==> src/rtl/cpu_branch_if.sv <==
// -----------------------------------------------------------------------------
// cpu_branch_if: memory-side bus of the cpu_branch core.
//   in        : read data from memory (instruction or load data)
//   mem_ready : transfer completes on a rising edge where it is 1
//   mem_cmd   : 00 none, 01 read, 10 write
//   mem_addr  : PC during fetch, data-address register otherwise
//   out       : datapath C register, doubles as the store write data
// master = CPU side, slave = memory side.
// -----------------------------------------------------------------------------
interface cpu_branch_if #(
  parameter int ADDR_W = 9
) ();
  logic [15:0]       in;
  logic              mem_ready;
  logic [1:0]        mem_cmd;
  logic [ADDR_W-1:0] mem_addr;
  logic [15:0]       out;

  modport master (input in, input mem_ready, output mem_cmd, output mem_addr, output out);
  modport slave  (output in, output mem_ready, input mem_cmd, input mem_addr, input out);
endinterface

==> src/rtl/cpu_branch.sv <==
// -----------------------------------------------------------------------------
// cpu_branch: multicycle 16-bit CPU core with conditional branches and calls.
// FSM, PC, instruction register and data-address register, driving an
// 8x16 register file / shifter / ALU / C register / N-V-Z status datapath.
// Ports:
//   clk    : rising-edge clock
//   reset  : asynchronous, active-low
//   bus    : memory interface (cpu_branch_if.master)
//   N,V,Z  : status flags, loaded only by CMP
//   halted : high while the core sits in HALT (left only by reset)
// -----------------------------------------------------------------------------
module cpu_branch #(
  parameter int                ADDR_W   = 9,
  parameter logic [ADDR_W-1:0] RESET_PC = '0
) (
  input  logic         clk,
  input  logic         reset,
  cpu_branch_if.master bus,
  output logic         N,
  output logic         V,
  output logic         Z,
  output logic         halted
);
  localparam logic [1:0] MNONE = 2'b00, MREAD = 2'b01, MWRITE = 2'b10;

  typedef enum logic [4:0] {
    S_RST, S_FETCH, S_DECODE, S_WIMM, S_GETA, S_GETB, S_EXEC, S_WB, S_STATUS,
    S_ADDR, S_MEMRD, S_PASS, S_MEMWR, S_BR, S_LINK, S_JUMP, S_HALT
  } state_t;

  state_t            state, state_d;
  logic [ADDR_W-1:0] pc, da;
  logic [15:0]       ir;
  logic [1:0]        mem_cmd;

  // Instruction fields
  logic [2:0]  opcode, rn, rd, rm;
  logic [1:0]  op, shift;
  logic [15:0] sximm5, sximm8;
  logic        is_str, is_mem;

  assign opcode = ir[15:13];
  assign op     = ir[12:11];
  assign rn     = ir[10:8];
  assign rd     = ir[7:5];
  assign shift  = ir[4:3];
  assign rm     = ir[2:0];
  assign sximm5 = {{11{ir[4]}}, ir[4:0]};
  assign sximm8 = {{8{ir[7]}}, ir[7:0]};
  assign is_str = (opcode == 3'b100);
  assign is_mem = is_str || (opcode == 3'b011);

  // Datapath storage
  logic [15:0] rf [8];
  logic [15:0] a_reg, b_reg, c_reg;
  logic [2:0]  rnum, wnum;
  logic        rf_we, alu_v, taken;
  logic [1:0]  vsel, sh_sel, alu_op;
  logic [15:0] wdata, b_sh, a_in, b_in, alu_out;

  assign bus.mem_cmd  = mem_cmd;
  // Before the first fetch DA is still 0, so the reset state also shows the PC.
  assign bus.mem_addr = (state == S_FETCH || state == S_RST) ? pc : da;
  assign bus.out      = c_reg;

  // Next-state logic
  // NOTE: every variable written here gets a default first, so no path leaves
  // it unassigned and no latch is inferred.
  always_comb begin
    state_d = state;
    case (state)
      S_RST:    state_d = S_FETCH;
      S_FETCH:  if (bus.mem_ready) state_d = S_DECODE;
      S_DECODE:
        case ({opcode, op})
          5'b110_10:                                    state_d = S_WIMM;
          5'b110_00, 5'b101_11, 5'b101_00, 5'b101_10,
          5'b101_01, 5'b010_00, 5'b010_10:              state_d = S_GETB;
          5'b011_00, 5'b100_00:                         state_d = S_GETA;
          5'b001_00:                                    state_d = S_BR;
          5'b010_11:                                    state_d = S_LINK;
          default:                                      state_d = S_HALT;
        endcase
      // STR (second visit) and BX/BLX move Rd into C; ADD/AND/CMP still need A.
      S_GETB:   if (is_str || opcode == 3'b010)         state_d = S_PASS;
                else if (opcode == 3'b101 && op != 2'b11) state_d = S_GETA;
                else                                     state_d = S_EXEC;
      S_GETA:   if (is_mem)                              state_d = S_ADDR;
                else if (op == 2'b01)                    state_d = S_STATUS;
                else                                     state_d = S_EXEC;
      S_ADDR:   state_d = is_str ? S_GETB : S_MEMRD;
      S_EXEC:   state_d = S_WB;
      S_PASS:   state_d = is_str ? S_MEMWR : S_JUMP;
      S_MEMRD, S_MEMWR: if (bus.mem_ready) state_d = S_FETCH;
      S_HALT:   state_d = S_HALT;
      default:  state_d = S_FETCH;
    endcase
  end

  // Branch condition from the current status flags
  always_comb begin
    case (rn)
      3'b000:  taken = 1'b1;
      3'b001:  taken = Z;
      3'b010:  taken = !Z;
      3'b011:  taken = N ^ V;
      3'b100:  taken = (N ^ V) | Z;
      default: taken = 1'b0;
    endcase
  end

  // Control FSM; mem_cmd and halted are registered from the next state so they
  // switch on the same edge as the state itself.
  // NOTE: sequential state uses non-blocking assignments only, so every flop
  // samples pre-edge values regardless of block ordering.
  always_ff @(posedge clk or negedge reset) begin
    if (!reset) begin
      state   <= S_RST;
      pc      <= RESET_PC;
      ir      <= '0;
      da      <= '0;
      mem_cmd <= MNONE;
      halted  <= 1'b0;
    end else begin
      state   <= state_d;
      halted  <= (state_d == S_HALT);
      case (state_d)
        S_FETCH, S_MEMRD: mem_cmd <= MREAD;
        S_MEMWR:          mem_cmd <= MWRITE;
        default:          mem_cmd <= MNONE;
      endcase
      case (state)
        S_FETCH: if (bus.mem_ready) begin
          ir <= bus.in;
          pc <= pc + ADDR_W'(1);
        end
        S_BR:    if (taken) pc <= pc + sximm8[ADDR_W-1:0];
        S_LINK:  pc <= pc + sximm8[ADDR_W-1:0];
        S_JUMP:  pc <= c_reg[ADDR_W-1:0];
        S_ADDR:  da <= alu_out[ADDR_W-1:0];
        default: ;
      endcase
    end
  end

  // Datapath control
  always_comb begin
    rnum   = (state == S_GETA) ? rn : ((is_str || opcode == 3'b010) ? rd : rm);
    sh_sel = (state == S_PASS) ? 2'b00 : shift;
    case (sh_sel)
      2'b01:   b_sh = {b_reg[14:0], 1'b0};
      2'b10:   b_sh = {1'b0, b_reg[15:1]};
      2'b11:   b_sh = {b_reg[15], b_reg[15:1]};
      default: b_sh = b_reg;
    endcase
    // MOV/PASS add the B operand to zero; address generation uses sximm5.
    a_in   = (state == S_PASS || opcode == 3'b110) ? 16'h0000 : a_reg;
    b_in   = (state == S_ADDR) ? sximm5 : b_sh;
    alu_op = (state == S_ADDR || state == S_PASS || opcode == 3'b110) ? 2'b00 : op;
    case (alu_op)
      2'b00:   alu_out = a_in + b_in;
      2'b01:   alu_out = a_in - b_in;
      2'b10:   alu_out = a_in & b_in;
      default: alu_out = ~b_in;
    endcase
    alu_v = (alu_op == 2'b01) && (a_in[15] != b_in[15]) && (alu_out[15] != a_in[15]);

    rf_we = 1'b0;
    wnum  = rd;
    vsel  = 2'b11;
    case (state)
      S_WIMM:  begin rf_we = 1'b1; wnum = rn; vsel = 2'b01; end
      S_WB:    rf_we = 1'b1;
      S_MEMRD: begin rf_we = bus.mem_ready; vsel = 2'b00; end
      S_LINK:  begin rf_we = 1'b1; wnum = 3'd7; vsel = 2'b10; end
      S_JUMP:  begin rf_we = (op == 2'b10); wnum = 3'd7; vsel = 2'b10; end
      default: ;
    endcase
    case (vsel)
      2'b00:   wdata = bus.in;
      2'b01:   wdata = sximm8;
      2'b10:   wdata = 16'(pc);
      default: wdata = c_reg;
    endcase
  end

  // NOTE: the register file and operand registers carry no reset; software
  // writes a register before reading it, and leaving them unreset keeps the
  // storage a plain memory array.
  always_ff @(posedge clk) begin
    if (rf_we) rf[wnum] <= wdata;
    if (state == S_GETA) a_reg <= rf[rnum];
    if (state == S_GETB) b_reg <= rf[rnum];
    if (state == S_EXEC || state == S_PASS) c_reg <= alu_out;
    if (state == S_STATUS) begin
      N <= alu_out[15];
      V <= alu_v;
      Z <= (alu_out == 16'h0000);
    end
  end
endmodule
==> src/flat_wrapper.sv <==
// flat-port wrapper written by rule: the top's interface ports become plain ports
module cpu_branch_flat 
#(
  parameter int                ADDR_W   = 9,
  parameter logic [ADDR_W-1:0] RESET_PC = '0
)
  (clk, reset, N, V, Z, halted, bus_in, bus_mem_ready, bus_mem_cmd, bus_mem_addr, bus_out);
  cpu_branch_if #(.ADDR_W(ADDR_W)) bus_i ();
  input  logic clk;
  input  logic reset;
  output logic N;
  output logic V;
  output logic Z;
  output logic halted;
  input wire logic [$bits(bus_i.in)-1:0] bus_in;
  input wire logic [$bits(bus_i.mem_ready)-1:0] bus_mem_ready;
  output wire logic [$bits(bus_i.mem_cmd)-1:0] bus_mem_cmd;
  output wire logic [$bits(bus_i.mem_addr)-1:0] bus_mem_addr;
  output wire logic [$bits(bus_i.out)-1:0] bus_out;
  assign bus_i.in = bus_in;
  assign bus_i.mem_ready = bus_mem_ready;
  assign bus_mem_cmd = bus_i.mem_cmd;
  assign bus_mem_addr = bus_i.mem_addr;
  assign bus_out = bus_i.out;
  cpu_branch #(.ADDR_W(ADDR_W), .RESET_PC(RESET_PC)) u_core (.clk(clk), .reset(reset), .bus(bus_i), .N(N), .V(V), .Z(Z), .halted(halted));
endmodule
==> config.mk <==
export PLATFORM = sky130hd
export DESIGN_NAME = cpu_branch_flat
export DESIGN_NICKNAME = d
export VERILOG_FILES = /design/src/rtl/cpu_branch_if.sv /design/src/rtl/cpu_branch.sv /design/src/flat_wrapper.sv
export SDC_FILE = /design/constraint.sdc
export NUM_CORES = 1
export LEC_CHECK = 0
export CAP_MARGIN = 20
export CORE_MARGIN = 3
export CORE_UTILIZATION = 45
export CTS_CLUSTER_DIAMETER = 100
export DETAILED_ROUTE_END_ITERATION = 16
export SLEW_MARGIN = 20
export SYNTH_ARGS = -nofsm -noshare
export SYNTH_HDL_FRONTEND = slang
export SYNTH_SLANG_ARGS = --single-unit
==> constraint.sdc <==
create_clock -name clk -period 6.2 [get_ports clk]
set_clock_uncertainty 0.15 [all_clocks]
set_input_delay 1.24 -clock clk [delete_from_list [all_inputs] [get_ports clk]]
set_output_delay 1.24 -clock clk [all_outputs]
set_load 0.02 [all_outputs]
# Word level (Yosys, flattened, before mapping)
# Memory sizes are Yosys's and may differ from the RTL's.
# Cells that the tools add are included.
# W data, S select, Z words.
[op_classes] n_addsub=4 eq_ne=43 muxes=29 bitwise_logic=4 reduce_logical=23
[ops] cell="$pmux W16 S3" count=3
[ops] cell="$eq A5 B4 Y1 const B" count=10
[ops] cell="$pmux W5 S9" count=1
[ops] cell="$pmux W9 S4" count=1
[ops] cell="$mux W16" count=2
[ops] cell="$mux W9" count=3
[ops] cell="$eq A5 B3 Y1 const B" count=4
[ops] cell="$mux W5" count=4
[ops] cell="$add A16 B16 Y16" count=1
[ops] cell="$and A16 B16 Y16" count=1
[ops] cell="$logic_not A16 Y1" count=1
[ops] cell="$not A16 Y16" count=1
[ops] cell="$sub A16 B16 Y16" count=1
[ops] cell="$eq A3 B2 Y1 const B" count=4
[ops] cell="$eq A3 B3 Y1 const B" count=4
[ops] cell="$eq A2 B2 Y1 const B" count=5
[ops] cell="$eq A5 B1 Y1 const B" count=2
[ops] cell="$eq A5 B2 Y1 const B" count=2
[ops] cell="$eq A5 B5 Y1 const B" count=2
[ops] cell="$add A9 B1 Y9 const B" count=1
[ops] cell="$add A9 B9 Y9" count=1
[ops] cell="$eq A2 B1 Y1 const B" count=4
[ops] cell="$mux W2" count=4
[ops] cell="$mux W4" count=2
[ops] cell="24 further kinds" count=39
[word_totals] ff_bits=93 mem_bits_rw=128 rom_bits=160 in_bits=19 out_inout_bits=31 elab_cells=117 mem_count=2
[memory_table] name="(no name shown)" depth=32 width=5 rd=1 rd_clocked_by_memory_dff=0 write_ports=0 line="cpu_branch.sv:75" text="case ({opcode, op})"
[memory_table] name="u_core.rf" depth=8 width=16 rd=1 rd_clocked_by_memory_dff=0 write_ports=1 line="cpu_branch.sv:54" text="logic [15:0] rf [8];"

# Depth between registers and ports, before layout
# Gate-level depths: netlist of run 1.
[logic_depth] word_depth=9 depth_mapped=21 mapped_depth_nobuf=18

# Worst setup path after synthesis of run 1
# No wires, ideal clock.
[synth_timing] path_kind="reg-to-reg" from="register u_core.state[2]" to="register u_core.V (data pin)" setup_time_ns=0.255 arrival_time_ns=4.613 path_slack_ns=1.181 path_stages_with_launch=19 n_path_buf=1 period_less_slack_ns=5.019 cell_sequence="dfrtp_1 -> buf_6 -> nand4bb_4 -> mux2_4 -> a221o_1 -> nor4b_4 -> nand4_4 -> nor3_1 -> a21oi_1 -> xor2_1 -> ha_1 -> and3_1 -> a2111o_1 -> a31oi_1 -> nor4_1 -> mux2_2 -> a311oi_2 -> xnor2_1 -> and3_1"
[synth_between] elab_chain_cells=9 word_cells_on_any_way=25
[synth_lines] item="start, declared" line="cpu_branch.sv:31" text="state_t state, state_d;"
[synth_lines] item="start signal, assigned" line="cpu_branch.sv:125" text="state <= state_d;"
[synth_lines] item="$eq A5 B4 Y1" line="cpu_branch.sv:149, cpu_branch.sv:157, cpu_branch.sv:159"
[synth_lines] item="$mux W2" line="cpu_branch.sv:149" text="sh_sel = (state == S_PASS) ? 2'b00 : shift;"
[synth_lines] item="$eq A2 B2 Y1 / $eq A2 B1 Y1 (equally long branches)" line="cpu_branch.sv:150" text="case (sh_sel)"
[synth_lines] item="$pmux W16 S3" line="cpu_branch.sv:150"
[synth_lines] item="$mux W16" line="cpu_branch.sv:158" text="b_in = (state == S_ADDR) ? sximm5 : b_sh;"
[synth_lines] item="$sub A16 B16 Y16 (tied with other cells)" line="cpu_branch.sv:162" text="2'b01: alu_out = a_in - b_in;"
[synth_lines] item="$pmux W16 S3" line="cpu_branch.sv:160" text="case (alu_op)"
[synth_lines] item="$ne A1 B1 Y1" line="cpu_branch.sv:166" text="alu_v = (alu_op == 2'b01) && (a_in[15] != b_in[15]) && (alu_out[15] != a_in[15]);"
[synth_lines] item="$logic_and A1 B1 Y1 (*)" line="cpu_branch.sv:166"
[synth_lines] item="named net u_core.alu_v" line="cpu_branch.sv:57" text="logic rf_we, alu_v, taken;"
[synth_lines] item="end signal, assigned" line="cpu_branch.sv:197" text="V <= alu_v;"
[synth_lines] item="end, declared" line="cpu_branch.sv:20" text="output logic V,"
# Mark *: on every way through the listed nets, which the timed path passes. The rest lies on a longest branch.
# A chain may end at the register's enable or synchronous reset.

# Worst setup path after layout of run 1
[layout_timing] from="register u_core.state[0]" to="register u_core.Z (data pin)"
[layout_between] elab_chain_cells=8 word_cells_on_any_way=22
[layout_lines] item="$eq A5 B4 Y1" line="cpu_branch.sv:149, cpu_branch.sv:157, cpu_branch.sv:159"
[layout_lines] item="$mux W2" line="cpu_branch.sv:149"
[layout_lines] item="$eq A2 B2 Y1 / $eq A2 B1 Y1 (equally long branches)" line="cpu_branch.sv:150"
[layout_lines] item="$pmux W16 S3" line="cpu_branch.sv:150"
[layout_lines] item="$mux W16" line="cpu_branch.sv:158"
[layout_lines] item="$sub A16 B16 Y16 (tied with other cells)" line="cpu_branch.sv:162"
[layout_lines] item="$pmux W16 S3 (*)" line="cpu_branch.sv:160"
[layout_lines] item="$logic_not A16 Y1 (*)" line="cpu_branch.sv:198" text="Z <= (alu_out == 16'h0000);"
[layout_lines] item="end signal, assigned" line="cpu_branch.sv:198"
[layout_lines] item="end, declared" line="cpu_branch.sv:21" text="output logic Z,"
# Mark *: on every way between the ends. The rest lies on a longest branch, timed or not.

==> results.md, run 1 <==
- Status: finished clean
- Cell area after synthesis: 0.0118 sq mm
- Final nets: 1081
- Setup repair bufs after CTS: 0
- Post-CTS Resized: 0
- I/O Buffers: 49
- Largest stage delay, worst path: 710 ps
- CP endpoint kind: flop
- Hold endpoint: u_core.da[8]
- Netlist cell types: 74
- Post-DR wirelength/cell: 23.6 um
- H-Tree Depth: 1
- Pins over their slew limit: 0
- Fillers: 2148
- TritonCTS buffer count: 25
- Worst setup margin: 552 ps
- Crit path required time: 6420 ps
- Critical path arrival: 5870 ps
- Reg-to-Reg Start: u_core.state[0]
- Global Route Usage Sum: 22.9%
- Final setup viols: 0
- Drt total wl: 32700 um
- Largest delay contributor family on the critical path: compound AO/OA/AOI/OAI gates
- # rows: 58
- Vias/cell: 5.98
- Final min period: 5650 ps
- Chip Width: 168 um
- Initial drt markers: 976
- Setup Total Neg Slack: 0 ps
- Clk root buf: clkbuf_16
- F_max: 177 MHz
- Worst-Skew Late Latency: 550 ps
- Top area cells in the synthesized netlist: edfxtp_1, dfrtp_1, mux4_2, mux2_2, nand2_1
- Core ar.: 0.0255 sq mm
- Clk sinks: 221
- WP buf/inv: 0
- Worst slew pin tran: 1010 ps
- Synth area leader: edfxtp_1
- Initial antenna violation count: 0
- Synth top area share: 45.6%
- Yosys reg bits: 221
- Placer Congestion: 0.908
- Vias in the first global route: 8080
- Largest net degree at the start of global routing: 43
- Final Cell Area: 0.0137 sq mm
- Rel. slew slack: 32.3%
- Hold Crit Depth: 2
- # diodes: 0
- First-pass GRT wire length: 50000 um
- Hold Path Class: reg2reg
- Final Hold Viols: 0
- Total Die Area: 0.0282 sq mm
- Synth top cells by count: edfxtp_1, nand2_1, nor2_1
- Detail Route Antenna Nets: 0
- Layout cells sized above 1: 17.4%
- RR Endpoint: u_core.Z
- I/O pins: 50
- Dpl cell area: 0.0128 sq mm
- R2R depth: 17
- Place WS: 659 ps
- Flop-to-flop setup slack: 550 ps
- Maximum fanout along the worst path: 9
- Die Y: 168 um
- Maximum clock insertion buffer count: 3
- Asr flop ratio synth: 19.0%
- Sequential share of the synthesized area: 54.5%
- CTS clk-pin slew, worst paths: 60 ps
- Synth Net Count: 1015
- Crit Path Class: reg2reg
- Reg with most FFs: u_core.rf
- Post-CTS Hold Buffers: 0
- Max FFs per register: 128
- Most frequent cell after synthesis: edfxtp_1
- Initial Utilization: 46.3%
- Startpoint types: flop
- Number of synthesized flops with an enable pin: 179
- Mean Syn Cell Area: 12.2 sq um
- HP Start: u_core.da[8]
- Vias: 8271
- Syn. warnings: 0
- Max-cap violations: 0
- Cell count after synthesis: 969
- Crit-path cells: nand4bb_4, mux2_4, a222oi_1, and2_1, nand4_4, nor3_1, a21oi_1, xor2_1, ha_1, and3_1, a2111o_1, a31oi_1, nor4_1, mux2_2, a311oi_2, a32oi_1, nor4_2
- GR Overflow Total: 0
- CTS tree: yes
- Post-DP HPWL: 22500 um
- Top FF cell, synth: edfxtp_1
- RSZ-0062 raised after global routing: false
- Final period utilization: 91.1%
- First-pass detailed-route iteration total: 6
- CP max-delay cell: a222oi_1
- Synthesis-to-layout area growth: 16.3%
- DRC viols: 0
==> cell usage in the layout, fill, tap and decap left out, types with 6 or more instances in the layout <==
| cell | Yosys | final |
|---|---|---|
| nor3_1 | 14 | 11 |
| inv_1 | 21 | 21 |
| ha_1 | 25 | 25 |
| mux2_2 | 47 | 47 |
| a21oi_1 | 59 | 59 |
| mux4_2 | 32 | 32 |
| nand3_1 | 13 | 13 |
| nand2b_1 | 16 | 16 |
| and3_1 | 6 | 6 |
| a31oi_1 | 17 | 17 |
| nor2_1 | 70 | 70 |
| nand2_1 | 86 | 86 |
| mux2i_1 | 20 | 20 |
| nor4_1 | 12 | 8 |
| clkbuf_16 | 0 | 25 |
| o21ai_0 | 48 | 48 |
| nor2b_1 | 15 | 15 |
| edfxtp_1 | 179 | 179 |
| buf_4 | 0 | 40 |
| o21a_1 | 6 | 6 |
| xnor2_1 | 23 | 23 |
| clkinv_1 | 1 | 8 |
| a22oi_1 | 9 | 9 |
| dfrtp_1 | 42 | 42 |
| o221ai_1 | 7 | 7 |
| xor2_1 | 14 | 14 |
| and2_1 | 22 | 22 |
| or3_1 | 9 | 9 |
| nor3b_1 | 10 | 10 |
| a221o_1 | 8 | 8 |
| clkdlybuf4s50_1 | 0 | 48 |
==> through the flow <==
step / hold WS (ps) / std cells / utilization, %
4_1_cts: 338 / 1384 / 53.9
2_1_floorplan: 292 / 969 / -
3_5_place_dp: 321 / 1338 / 50.4
6_report: 335 / 1384 / 53.9
3_3_place_gp: 313 / 1338 / 50.4
5_1_grt: 359 / 1384 / 53.9
==> cell families (layout without fill, tap and decap cells) <==
family	count (synthesis)	after routing	synth area share [%]
AND/OR/NAND/NOR	298	298	13.2
flip-flops	221	221	54.5
AO/OA/AOI/OAI	213	213	11.7
multiplexers	100	100	12.4
buffers and inverters	73	158	2.48
XOR/XNOR	37	37	2.75
adder cells (fa/ha/maj)	27	27	2.99
==> how the worst max path moves through the flow <==
stage	from	slack [ps]	cells past startpoint	endpoint
after floorplan	u_core.state[2]	1180	18	u_core.V
after global placement	u_core.state[0]	780	17	u_core.V
after detailed placement	u_core.state[0]	660	17	u_core.V
after CTS	u_core.state[3]	590	17	u_core.Z
after global routing	u_core.state[3]	140	17	u_core.V
final	u_core.state[0]	550	17	u_core.Z
==> worst reg2reg max path: stages, from the launching register on <==
cell and delay [ps]:
dfrtp_1 510, nand4bb_4 240, mux2_4 360, a222oi_1 710, and2_1 270, nand4_4 160, nor3_1 360, a21oi_1 130
xor2_1 160, ha_1 340, and3_1 200, a2111o_1 400, a31oi_1 300, nor4_1 100, mux2_2 300, a311oi_2 410
a32oi_1 180, nor4_2 180
==> layout make-up <==
cell class	instances	area (sq um)	share of cell area, %
repair buffers	89	786	5.73
multi-input cells	675	5130	37.4
inverters	23	86.3	0.629
flip-flops and latches	221	6430	46.8
clock buffers	27	633	4.61
well taps	330	413	3.01
clock inverters	19	248	1.81
==> layer usage <==
metal | part of all wire, % | track usage (%)
met3 | 5.6 | 3.15
met5 | 0 | 0
met1 | 46 | 33.6
met4 | 2.5 | 5.62
met2 | 46 | 36.6
Power of run 1 is not shown: default switching activity piles up to over one toggle a cycle in this logic, so the estimate is an artifact.
==> inputs of run 2 (changes only) <==
Settings changed: GPL_TIMING_DRIVEN from default to 0.
==> results.md, run 2 (synthesis gave the netlist of run 1 again) <==
- Status: finished clean
- CP dominant cell by count: and3_1
- CTS tree: yes
- Hold Path Class: reg2reg
- Vias: 8360
- Drt total wl: 32700 um
- Dpl cell area: 0.0129 sq mm
- Vias in the first global route: 8143
- Final Hold Viols: 0
- Maximum fanout along the worst path: 10
- Critical path arrival: 5950 ps
- Setup repair bufs after CTS: 0
- Global Route Usage Sum: 23.0%
- F_max: 172 MHz
- Most frequent cells in the layout: edfxtp_1, nand2_1, nor2_1
- Crit path required time: 6340 ps
- Clk sinks: 221
- Final period utilization: 93.7%
- Worst slew pin tran: 927 ps
- Rel. slew slack: 38.2%
- DRC viols: 0
- Core ar.: 0.0255 sq mm
- Post-DP HPWL: 24300 um
- Placer Congestion: 0.917
- First-pass detailed-route iteration total: 6
- Die Y: 168 um
- First-pass GRT wire length: 50000 um
- Post-DR wirelength/cell: 23.3 um
- Max-cap violations: 0
- Largest net degree at the start of global routing: 26
- CTS clk-pin slew, worst paths: 60 ps
- Worst setup margin: 392 ps
- Synthesis-to-layout area growth: 16.3%
- Largest stage delay, worst path: 580 ps
- Reg with most FFs: u_core.rf
- Initial antenna violation count: 0
- Commonest non-fill, non-tap cell in the layout: edfxtp_1
- Layout cells sized above 1: 15.9%
- # rows: 58
- Max FFs per register: 128
- Chip Width: 168 um
- Place WS: 16.0 ps
- Crit Path Class: reg2reg
- TritonCTS buffer count: 24
- Post-CTS Hold Buffers: 0
- Detail Route Antenna Nets: 0
- Clk root buf: clkbuf_16
- Post-CTS Resized: 1
- Maximum clock insertion buffer count: 3
- Final Cell Area: 0.0137 sq mm
- Pins over their slew limit: 0
- H-Tree Depth: 1
- GR Overflow Total: 0
- Worst-Skew Late Latency: 540 ps
- Crit-path cells: nand4bb_4, buf_2, buf_1, nand2_1, o221ai_1, nand4_4, nor3_1, a21oi_1, xor2_1, ha_1, and3_1, a2111o_1, a31oi_1, nor4_1, mux2_2, a311oi_2, xnor2_1, and3_1
- Startpoint types: flop
- Final setup viols: 0
- Initial Utilization: 46.3%
- Initial drt markers: 862
- Final nets: 1104
- Final min period: 5810 ps
- CP max-delay cell: o221ai_1
- # diodes: 0
- I/O pins: 50
- CP endpoint kind: flop
- I/O Buffers: 49
- Vias/cell: 5.95
- Total Die Area: 0.0282 sq mm
==> run 2: area by class of cell <==
cell class,instances,area [sq um]
clock buffer,34,648
fill,2164,11700
sequential,221,6430
tap,330,413
clock inverter,9,143
multi-input combinational,675,5150
timing repair buffer,63,652
buffer,50,209
inverter,23,86.3
==> run 2: critical path: cells and delay by family (launching register included) <==
kind | cells | cell delay, ps
adder cells (fa/ha/maj) | 1 | 370
buffers and inverters | 2 | 660
AND/OR/NAND/NOR | 7 | 1490
XOR/XNOR | 2 | 280
AO/OA/AOI/OAI | 5 | 1830
flip-flops | 1 | 470
multiplexers | 1 | 300
==> run 2: worst paths after layout <==
path,from,to,slack [ps],cells past startpoint
max,u_core.state[4],u_core.V,390,18
min,u_core.da[3],u_core.da[3],350,2
max reg2reg,u_core.state[4],u_core.V,390,18
min reg2reg,u_core.da[3],u_core.da[3],350,2
max in group asynchronous,reset,u_core.da[3],4850,2
min in group asynchronous,reset,u_core.ir[0],520,1
==> run 2: per-layer routing <==
layer | global-route usage [%] | share of wire, % | vias to the layer above
li1 | - | - | 3887
met1 | 32.6 | 45 | 4155
met2 | 38.0 | 47 | 257
met3 | 3.03 | 5.3 | 61
met4 | 5.69 | 2.8 | 0
met5 | 0 | 0 | -
==> run 2: through the flow <==
step,setup TNS [ps],hold WS (ps),instances,util (%)
global route,-3.42,388,1405,53.9
detailed placement,0,330,1362,50.7
global placement,-46.1,329,1348,49.9
CTS,0,354,1405,53.8
finish,0,348,1405,53.9
floorplan,0,292,969,-
Power of run 2 is left out for the same reason.
==> inputs of run 3 (changes only) <==
--- a/config.mk
+++ b/config.mk
@@ -6,5 +6,7 @@
 export NUM_CORES = 1
 export LEC_CHECK = 0
+export ABC_AREA = 1
 export CAP_MARGIN = 20
+export CORE_ASPECT_RATIO = 0.6
 export CORE_MARGIN = 3
 export CORE_UTILIZATION = 45
--- a/constraint.sdc
+++ b/constraint.sdc
@@ -3,3 +3,3 @@
 set_input_delay 1.24 -clock clk [delete_from_list [all_inputs] [get_ports clk]]
 set_output_delay 1.24 -clock clk [all_outputs]
-set_load 0.02 [all_outputs]
+set_load 0.01 [all_outputs]
==> results.md, run 3 <==
- Status: finished clean
- Pins over their slew limit: 0
- Final nets: 1392
- Core ar.: 0.0256 sq mm
- Hold Path Class: reg2reg
- # rows: 45
- Vias/cell: 5.62
- Top FF cell, synth: edfxtp_1
- Post-CTS Resized: 0
- Global Route Usage Sum: 25.0%
- Flop-to-flop setup slack: 1240 ps
- Clk sinks: 221
- First-pass detailed-route iteration total: 5
- Largest net degree at the start of global routing: 31
- Setup crit start: u_core.state[2]
- Placer Congestion: 0.949
- Initial Utilization: 46.3%
- DRC viols: 0
- RSZ-0062 raised after global routing: false
- Drt total wl: 35700 um
- Crit path required time: 6300 ps
- Rel. slew slack: 38.7%
- Cell count after synthesis: 1265
- Finished Layout Cells: 1713
- # diodes: 0
- Netlist cell types: 57
- Setup repair bufs after CTS: 0
- Reg-to-Reg Start: u_core.state[2]
- Setup Total Neg Slack: 0 ps
- Initial antenna violation count: 0
- Final period utilization: 80.0%
- Max FFs per register: 128
- Vias: 9627
- CTS clk-pin slew, worst paths: 60 ps
- Fillers: 2350
- Synth Net Count: 1311
- Yosys reg bits: 221
- I/O pins: 50
- Vias in the first global route: 9009
- I/O Buffers: 49
- Most frequent cells in the layout: nand2_1, edfxtp_1, nor2_1
- Chip Width: 215 um
- Die Y: 132 um
- Initial drt markers: 1242
- HP Start: u_core.da[2]
- TritonCTS buffer count: 22
- Mean Syn Cell Area: 9.35 sq um
- Startpoint types: flop
- Final Hold Viols: 0
- Worst slew pin tran: 914 ps
- Post-DP HPWL: 27100 um
- Most frequent cell after synthesis: nand2_1
- Number of synthesized flops with an enable pin: 179
- Reg area: 0.00643 sq mm
- Layout cells sized above 1: 10.7%
- Synth top cells by count: nand2_1, edfxtp_1, nor2_1
- Final min period: 4960 ps
- Multi-input logic area: 0.00463 sq mm
- Reg with most FFs: u_core.rf
- Post-CTS Hold Buffers: 0
- Dpl cells: 1674
- Sequential share of the synthesized area: 54.3%
- Post-DR wirelength/cell: 20.8 um
- Synth area leader: edfxtp_1
- F_max: 202 MHz
- Maximum fanout along the worst path: 5
- Cell area after synthesis: 0.0118 sq mm
- Syn. warnings: 0
- First-pass GRT wire length: 54000 um
- CTS tree: yes
- Asr flop ratio synth: 19.0%
- Top area cells in the synthesized netlist: edfxtp_1, dfrtp_1, nand2_1, o21ai_0, nor2_1
- Max-cap violations: 0
- Clk root buf: clkbuf_16
- CP endpoint kind: flop
- Final setup viols: 0
- Crit Path Class: reg2reg
- Final Cell Area: 0.0137 sq mm
- Commonest non-fill, non-tap cell in the layout: nand2_1
- Worst-Skew Late Latency: 520 ps
- Detail Route Antenna Nets: 0
- H-Tree Depth: 1
- Total Die Area: 0.0283 sq mm
- GR Overflow Total: 0
- Maximum clock insertion buffer count: 3
- Synth top area share: 45.4%
- Dpl cell area: 0.0129 sq mm
- Critical path arrival: 5050 ps
- Synthesis-to-layout area growth: 15.6%
## run 3: cell types whose count changed after synthesis, sizes merged, moves of 15 or more
cell / change
nand2b: -16
xnor2: -21
a21oi: -19
nor2: +117
and2: -22
nor2b: -15
mux4: -32
inv: +133
mux2: -32
o22ai: +40
nand2: +145
nand3: +47
o21ai: +95
mux2i: -20
## run 3: cell type report
cell class	count	area share, %
Inverter	156	4.33
Clock inverter	9	1.11
Multi-Input combinational cell	848	33.9
Buffer	40	1.60
Tap cell	352	3.22
Timing Repair Buffer	57	4.38
Clock buffer	30	4.54
Sequential cell	221	47.0
## run 3: kinds of logic (layout without fill, tap and decap cells)
kind of cell	Yosys count	count (layout)	share of synthesized area (%)
buffers and inverters	196	292	6.86
xor gates and xnor gates	20	20	1.48
muxes	16	16	1.52
adders and majority gates	27	27	2.98
DFF	221	221	54.3
AOI/OAI and AO/OA	267	267	13.0
and+or+nand+nor	518	518	19.9
## run 3: path summary, 6_finish.rpt
path | end | cells after the start
setup / recovery | u_core.Z | 25
hold / removal | u_core.da[2] | 2
setup reg to reg | u_core.Z | 25
hold reg to reg | u_core.da[2] | 2
max in group asynchronous | u_core.ir[10] | 2
min in group asynchronous | u_core.halted | 1
## run 3: worst max-delay path, cell delays in order (launching register included)
cell and delay [ps]:
dfrtp_1 490, inv_2 160, nand3_4 120, nor2_2 290, nor2_1 180, nand3_1 120, nand3_2 100, nand2_2 100
nand2_2 70, nor2_4 170, nand2_1 80, o21ai_0 200, xor2_1 100, ha_1 350, nand2_1 100, nor3_1 130
nand2_1 70, nand2_1 150, a21oi_1 110, o21ai_0 330, inv_1 100, o21ai_0 220, nor2_1 60, o21bai_1 450
nor2_1 100, nor3b_2 170
## run 3: metal layers
| layer | global-route usage, % | vias to the layer above | routed length, um |
|---|---|---|---|
| li1 | - | 4529 | - |
| met1 | 41.0 | 4592 | 17600 |
| met2 | 33.1 | 457 | 13600 |
| met3 | 5.36 | 49 | 3720 |
| met4 | 5.28 | 0 | 717 |
| met5 | 0 | - | 0 |
## run 3: metrics by stage
step                hold slack, ps  util, %  worst slack, ps
finish                         333     53.5             1240
global route                   357     53.5              840
floorplan                      299        -             2390
detailed placement             323     50.5             1390
global placement               317     49.9             1380
CTS                            336     53.5             1370
Power of run 3 is left out for the same reason.
